`src/rtl/time_of_day_counter_pkg.sv`:
```
// Shared time-of-day types, BCD digit limits and the load legality check.
package time_of_day_counter_pkg;

    localparam int unsigned DIGIT_W = 4;
    localparam int unsigned HH_W    = 2 * DIGIT_W;
    localparam int unsigned TIME_W  = 4 * DIGIT_W;

    localparam logic [DIGIT_W-1:0] MM_ONES_MAX = 4'd9;
    localparam logic [DIGIT_W-1:0] MM_TENS_MAX = 4'd5;
    localparam logic [HH_W-1:0]    HH_MAX      = 8'h23;

    typedef struct packed {
        logic [DIGIT_W-1:0] hh_t;
        logic [DIGIT_W-1:0] hh_o;
        logic [DIGIT_W-1:0] mm_t;
        logic [DIGIT_W-1:0] mm_o;
    } bcd_time_t;

    // True when t is a valid 24-hour BCD hh:mm value.
    function automatic logic is_legal_bcd_time(input bcd_time_t t);
        logic [HH_W-1:0] hh;
        hh = {t.hh_t, t.hh_o};
        return (t.hh_t <= 4'd2) && (t.hh_o <= 4'd9) && (hh <= HH_MAX) &&
               (t.mm_t <= MM_TENS_MAX) && (t.mm_o <= MM_ONES_MAX);
    endfunction

endpackage

```
`src/rtl/time_of_day_counter_if.sv`:
```
// Strobe/load inputs and time/pulse outputs of the time-of-day counter.
interface time_of_day_counter_if;
    import time_of_day_counter_pkg::*;

    logic              one_second;
    logic              one_minute;
    logic              fast_set;
    logic              load_time;
    logic [TIME_W-1:0] load_value;
    logic [TIME_W-1:0] current_time;
    logic              time_changed;
    logic              day_rollover;
    logic              load_error;

    modport master (
        output one_second, one_minute, fast_set, load_time, load_value,
        input  current_time, time_changed, day_rollover, load_error
    );

    modport slave (
        input  one_second, one_minute, fast_set, load_time, load_value,
        output current_time, time_changed, day_rollover, load_error
    );
endinterface

```
`src/rtl/time_of_day_counter_bcd_digit_counter.sv`:
```
// One BCD digit counting 0..MODULUS-1 with load priority and a wrap carry.
module time_of_day_counter_bcd_digit_counter
    import time_of_day_counter_pkg::*;
#(
    parameter int unsigned        MODULUS   = 10,
    parameter logic [DIGIT_W-1:0] RESET_VAL = 4'd0
) (
    input  logic               clk,
    input  logic               reset,
    input  logic               inc_i,
    input  logic               load_i,
    input  logic [DIGIT_W-1:0] load_val_i,
    output logic [DIGIT_W-1:0] digit_o,
    output logic               carry_out_c
);

    localparam logic [DIGIT_W-1:0] DIGIT_MAX = DIGIT_W'(MODULUS - 1);

    logic [DIGIT_W-1:0] digit_q;
    logic [DIGIT_W-1:0] digit_d;

    // Next digit: load beats increment, increment wraps at the modulus.
    always_comb begin
        digit_d = digit_q;
        if (load_i) begin
            digit_d = load_val_i;
        end else if (inc_i) begin
            digit_d = (digit_q == DIGIT_MAX) ? 4'd0 : digit_q + 4'd1;
        end
    end

    // Digit register.
    always_ff @(posedge clk or posedge reset) begin
        if (reset) begin
            digit_q <= RESET_VAL;
        end else begin
            digit_q <= digit_d;
        end
    end

    assign digit_o     = digit_q;
    assign carry_out_c = inc_i & ~load_i & (digit_q == DIGIT_MAX);

endmodule

```
`src/rtl/time_of_day_counter.sv`:
```
// 24-hour BCD hh:mm time-of-day counter driven by second/minute strobes.
module time_of_day_counter
    import time_of_day_counter_pkg::*;
#(
    parameter logic [HH_W-1:0] RESET_HH = 8'h00,
    parameter logic [HH_W-1:0] RESET_MM = 8'h00
) (
    input  logic                 clk,
    input  logic                 reset,
    time_of_day_counter_if.slave bus
);

    bcd_time_t          load_val_c;
    logic               adv_c;
    logic               load_ok_c;
    logic               inc_c;
    logic               mm_o_carry_c;
    logic               hh_inc_c;
    logic [DIGIT_W-1:0] mm_o;
    logic [DIGIT_W-1:0] mm_t;

    logic [HH_W-1:0]    hh_q;
    logic [HH_W-1:0]    hh_d;
    logic               time_changed_q;
    logic               time_changed_d;
    logic               day_rollover_q;
    logic               day_rollover_d;
    logic               load_error_q;
    logic               load_error_d;

    // Pick the advance strobe; any load request swallows that cycle's advance.
    always_comb begin
        load_val_c = bcd_time_t'(bus.load_value);
        adv_c      = bus.fast_set ? bus.one_second : bus.one_minute;
        load_ok_c  = bus.load_time & is_legal_bcd_time(load_val_c);
        inc_c      = adv_c & ~bus.load_time;
    end

    time_of_day_counter_bcd_digit_counter #(
        .MODULUS   (int'(MM_ONES_MAX) + 1),
        .RESET_VAL (RESET_MM[3:0])
    ) u_mm_ones (
        .clk         (clk),
        .reset       (reset),
        .inc_i       (inc_c),
        .load_i      (load_ok_c),
        .load_val_i  (load_val_c.mm_o),
        .digit_o     (mm_o),
        .carry_out_c (mm_o_carry_c)
    );

    time_of_day_counter_bcd_digit_counter #(
        .MODULUS   (int'(MM_TENS_MAX) + 1),
        .RESET_VAL (RESET_MM[7:4])
    ) u_mm_tens (
        .clk         (clk),
        .reset       (reset),
        .inc_i       (mm_o_carry_c),
        .load_i      (load_ok_c),
        .load_val_i  (load_val_c.mm_t),
        .digit_o     (mm_t),
        .carry_out_c (hh_inc_c)
    );

    // Hours next-state: 09->10, 19->20 via ones wrap, 23->00 as the day wrap.
    always_comb begin
        hh_d = hh_q;
        if (load_ok_c) begin
            hh_d = {load_val_c.hh_t, load_val_c.hh_o};
        end else if (hh_inc_c) begin
            if (hh_q == HH_MAX) begin
                hh_d = 8'h00;
            end else if (hh_q[3:0] == 4'd9) begin
                hh_d = {hh_q[7:4] + 4'd1, 4'd0};
            end else begin
                hh_d = {hh_q[7:4], hh_q[3:0] + 4'd1};
            end
        end
    end

    // Status pulses reflect the event taken on the same edge as the time update.
    always_comb begin
        time_changed_d = load_ok_c | inc_c;
        day_rollover_d = hh_inc_c & (hh_q == HH_MAX);
        load_error_d   = bus.load_time & ~load_ok_c;
    end

    // Hours and status registers.
    always_ff @(posedge clk or posedge reset) begin
        if (reset) begin
            hh_q           <= RESET_HH;
            time_changed_q <= 1'b0;
            day_rollover_q <= 1'b0;
            load_error_q   <= 1'b0;
        end else begin
            hh_q           <= hh_d;
            time_changed_q <= time_changed_d;
            day_rollover_q <= day_rollover_d;
            load_error_q   <= load_error_d;
        end
    end

    assign bus.current_time = {hh_q, mm_t, mm_o};
    assign bus.time_changed = time_changed_q;
    assign bus.day_rollover = day_rollover_q;
    assign bus.load_error   = load_error_q;

endmodule

```
`src/flat_wrapper.sv`:
```
// flat-port wrapper written by rule: the top's interface ports become plain ports
module time_of_day_counter_flat import time_of_day_counter_pkg::*;
#(
    parameter logic [HH_W-1:0] RESET_HH = 8'h00,
    parameter logic [HH_W-1:0] RESET_MM = 8'h00
)
  (clk, reset, bus_one_second, bus_one_minute, bus_fast_set, bus_load_time, bus_load_value, bus_current_time, bus_time_changed, bus_day_rollover, bus_load_error);
  time_of_day_counter_if bus_i ();
  input  logic clk;
  input  logic reset;
  input wire logic [$bits(bus_i.one_second)-1:0] bus_one_second;
  input wire logic [$bits(bus_i.one_minute)-1:0] bus_one_minute;
  input wire logic [$bits(bus_i.fast_set)-1:0] bus_fast_set;
  input wire logic [$bits(bus_i.load_time)-1:0] bus_load_time;
  input wire logic [$bits(bus_i.load_value)-1:0] bus_load_value;
  output wire logic [$bits(bus_i.current_time)-1:0] bus_current_time;
  output wire logic [$bits(bus_i.time_changed)-1:0] bus_time_changed;
  output wire logic [$bits(bus_i.day_rollover)-1:0] bus_day_rollover;
  output wire logic [$bits(bus_i.load_error)-1:0] bus_load_error;
  assign bus_i.one_second = bus_one_second;
  assign bus_i.one_minute = bus_one_minute;
  assign bus_i.fast_set = bus_fast_set;
  assign bus_i.load_time = bus_load_time;
  assign bus_i.load_value = bus_load_value;
  assign bus_current_time = bus_i.current_time;
  assign bus_time_changed = bus_i.time_changed;
  assign bus_day_rollover = bus_i.day_rollover;
  assign bus_load_error = bus_i.load_error;
  time_of_day_counter #(.RESET_HH(RESET_HH), .RESET_MM(RESET_MM)) u_core (.clk(clk), .reset(reset), .bus(bus_i));
endmodule
```
`config.mk`:
```
export PLATFORM = sky130hd
export DESIGN_NAME = time_of_day_counter_flat
export DESIGN_NICKNAME = d
export VERILOG_FILES = /design/src/rtl/time_of_day_counter_pkg.sv /design/src/rtl/time_of_day_counter_if.sv /design/src/rtl/time_of_day_counter_bcd_digit_counter.sv /design/src/rtl/time_of_day_counter.sv /design/src/flat_wrapper.sv
export SDC_FILE = /design/constraint.sdc
export NUM_CORES = 1
export LEC_CHECK = 0
export BUFFER_PORTS_ARGS = -buffer_cell sky130_fd_sc_hd__buf_2
export CAP_MARGIN = 20
export CORE_UTILIZATION = 50
export CTS_CLUSTER_SIZE = 30
export DETAILED_ROUTE_END_ITERATION = 6
export GPL_TIMING_DRIVEN = 0
export PLACE_DENSITY = 0.88
export SLEW_MARGIN = 20
export SYNTH_ARGS = -nofsm -noshare
export SYNTH_HDL_FRONTEND = slang
export SYNTH_SLANG_ARGS = --single-unit
```
`constraint.sdc`:
```
create_clock -name clk -period 2.1 [get_ports clk]
set_input_delay 0.42 -clock clk [delete_from_list [all_inputs] [get_ports clk]]
set_output_delay 0.42 -clock clk [all_outputs]
set_load 0.05 [all_outputs]
```
==> metrics.md <==
| Metric | Value |
|---|---|
| Reg2Reg Setup Slack | 0.24 ns |
| First-pass GRT wire length | about 5300 um |
| Layout Utilization | roughly 66% |
| Commonest cells after routing, fill and taps aside | buf_2 (40), dfrtp_1 (19), o21ai_0 (8) |
| Post-cts sizing count | 0 |
| Most common cell after layout, fill and taps aside | buf_2 |
| Max Cap Viol | 0 |
| HP Class | in2async |
| Largest net degree at the start of global routing | 20 |
| Initial Util | between 50% and 60% |
| Max Slew Vio Count | 0 |
| Vias | approximately 1300 |
| Startpoint Class | flip-flop |
| Post CTS Setup Buffer Count | 0 |
| Peak Freq | between 500 and 600 MHz |
| Critical Path Fanout Max | 10 |
| CP max-delay cell | dfrtp_1 |
| Rows | 17 |
| Layout filler cell count | slightly below 200 |
| Die ar. | ~2700 um2 |
| Hold Vio Cnt, Final | 0 |
| Ant. Diodes | 0 |
| Fin crit period | about 1.9 ns |
| Setup TNS | 0 ns |
| Critical path, cell by cell | and4bb_2 -> nand4bb_1 -> buf_4 -> nor3b_1 -> o22a_1 |
| DR WL/cell | ~16 um |
| P_leak | roughly 0.7 nW |
| Global route overflow | 0 |
| Critical Path AT | 2.12 ns |
| Placed inst area | about 1500 um2 |
| Final nets | 198 |
| Clk_lat worst skew | between 0.3 and 0.4 ns |
| Core ar. | approximately 2300 um2 |
| Mapped Nets | around 150 |
| Reg clk slew, reported paths | between 0.1 and 0.15 ns |
| Status | finished, final reports clean |
| Number of global-route vias before repair | ~1200 |
| Port buffer count | 40 |
| Area of the multi-input gates | ~740 um2 |
| Tot Pwr | 1.774 mW |
| Max-slew headroom | ~50% |
| Final Instance Area | 1525 um2 |
| Cts hold-fix bufs | 0 |
| Vias per inst | 6.307 |
| Initial antenna violation count | 0 |
| Number of H-tree levels | 1 |
| Required @ worst endpoint | 2.36 ns |
| Sink Count | 19 |
| Post-Syn Instances | ~130 |
| WS Path Type | reg2reg |
| Yosys cell types | 47 |
| Clock Path Buffers | 2 |
| Post-synth EDFFs | 0 |
| Sequential cell area | 475.5 um2 |
| Final setup vio count | 0 |
| Slew @ Worst Pin | 0.7380 ns |
| Mapped Area | between 1000 and 1500 um2 |
| Total GRT Usage | between 20% and 30% |
| Syn avg cell area | about 9.9 um2 |
| Flops & latches, synth | 19 |
| Fin crit share | just under 90% |
| I/O pins | approximately 40 |
| Drt pass-1 iters | 4 |
| Unrepaired setup endpoints after global routing | false |
| Num CTS Buffers | 3 |
| Final wirelength | roughly 3300 um |
| DRC | 0 |
| Synth warn | 0 |
| Top FF cell, synth | dfrtp_1 |
| Nature of the critical path endpoint | flip-flop |
| Synthesis-to-layout area growth | 21.05% |
| Initial detailed-routing violation count | 48 |
| Post-synth ARST share | 100.0% |
| Hold Slack | ~0.20 ns |
| DP HPWL | about 2400 um |
| CTS root buf | clkbuf_4 |
| Share of cells above drive strength 1 | 30.99% |
| VDD IR max | about 860 uV |
| P per Cell Area | approximately 1200 nW/um2 |
| Slowest stage delay, CP | about 0.47 ns |
| Die Height | 52.20 um |
| CTS tree | done |
| Die Wd | 52.20 um |
| ANT nets after route | 0 |
| Gpl congestion | ~0.84 |
| Layout Skew | approximately 0.0045 ns |
| Sequential area share after synthesis | a little under two fifths |
## synthesized netlist by cell type, types with 2 or more instances
cell | number | area (um2)
dfrtp_1 | 19 | 475.5
o21ai_0 | 8 | 40.04
a21oi_1 | 6 | 30.03
a31oi_1 | 6 | 37.54
inv_1 | 6 | 22.52
nor3_1 | 6 | 30.03
nand2_1 | 5 | 18.77
nand2b_1 | 5 | 31.28
nand3_1 | 5 | 25.02
nor2_1 | 5 | 18.77
ha_1 | 4 | 50.05
nor2b_1 | 4 | 25.02
or3_1 | 4 | 25.02
a221o_1 | 3 | 30.03
a22o_1 | 3 | 26.28
a211oi_1 | 2 | 15.01
buf_4 | 2 | 15.01
mux2i_1 | 2 | 20.02
nand4_1 | 2 | 12.51
nor3b_1 | 2 | 15.01
o22a_1 | 2 | 17.52
## flip-flops by register name, summed over array words and instances, names as in the netlist
signal / count
u_core.hh_q: 8
u_core.u_mm_tens.digit_o: 4
u_core.bus.time_changed: 1
u_core.u_mm_ones.digit_o: 4
u_core.bus.load_error: 1
u_core.bus.day_rollover: 1
## layer usage
metal  global-route usage (%)  vias up  share of wire [%]
met3                    3.768       12                5.6
met2                    47.22       65                 51
met4                    12.28        0                2.4
li1                         -      586                  -
met1                    31.99      592                 41
met5                        0        -                  0
## power by group
part	switching, mW	total (mW)	internal (mW)
Combinational	0.615	0.932	0.316
Sequential	0.169	0.636	0.466
Clock	0.133	0.206	0.0728
Total	0.918	1.77	0.856
## logic make-up (layout without fill, tap and decap cells)
group                    Yosys count  in the layout  synth area share (%)
XOR/XNOR                           2              2                 1.391
AO/OA/AOI/OAI                     41             41                 27.01
AND/OR/NAND/NOR                   49             49                 24.13
buffers and inverters              9             53                 3.276
flip-flops                        19             19                 37.74
adder cells (fa/ha/maj)            4              4                 3.972
multiplexers                       3              3                 2.483
## final cells by class
| type | count | area share [%] |
|---|---|---|
| buffer | 3 | 1.231 |
| clock buffer | 3 | 1.477 |
| clock inverter | 1 | 0.4922 |
| inverter | 6 | 1.477 |
| multi-input combinational | 99 | 48.73 |
| sequential | 19 | 31.17 |
| tap | 28 | 2.297 |
| timing repair buffer | 40 | 13.13 |
## per-stage QoR
step / cells / setup slack (ns)
after floorplan: 127 / 0.1607
after global placement: 195 / 0.08257
after detailed placement: 195 / -0.001463
after CTS: 199 / 0.2633
after global routing: 199 / 0.1521
final: 199 / 0.2398
## path summary, 6_finish.rpt
path                                              from                           to  cells after the start
setup / recovery           u_core.u_mm_tens.digit_o[3]               u_core.hh_q[0]                      5
hold / removal                                   reset        u_core.bus.load_error                      2
setup reg to reg           u_core.u_mm_tens.digit_o[3]               u_core.hh_q[0]                      5
hold reg to reg                         u_core.hh_q[7]      u_core.bus.day_rollover                      3
max in group asynchronous                        reset               u_core.hh_q[2]                      2
min in group clk                     bus_load_value[4]  u_core.u_mm_tens.digit_o[0]                      2
## critical path: cells and delay by family (launching register included)
kind | cells | cell delay (ns)
buf+inv | 1 | 0.28
compound gates | 1 | 0.19
simple gates | 3 | 0.88
flops | 1 | 0.47
Note: power is estimated with default switching activity, not from simulation.
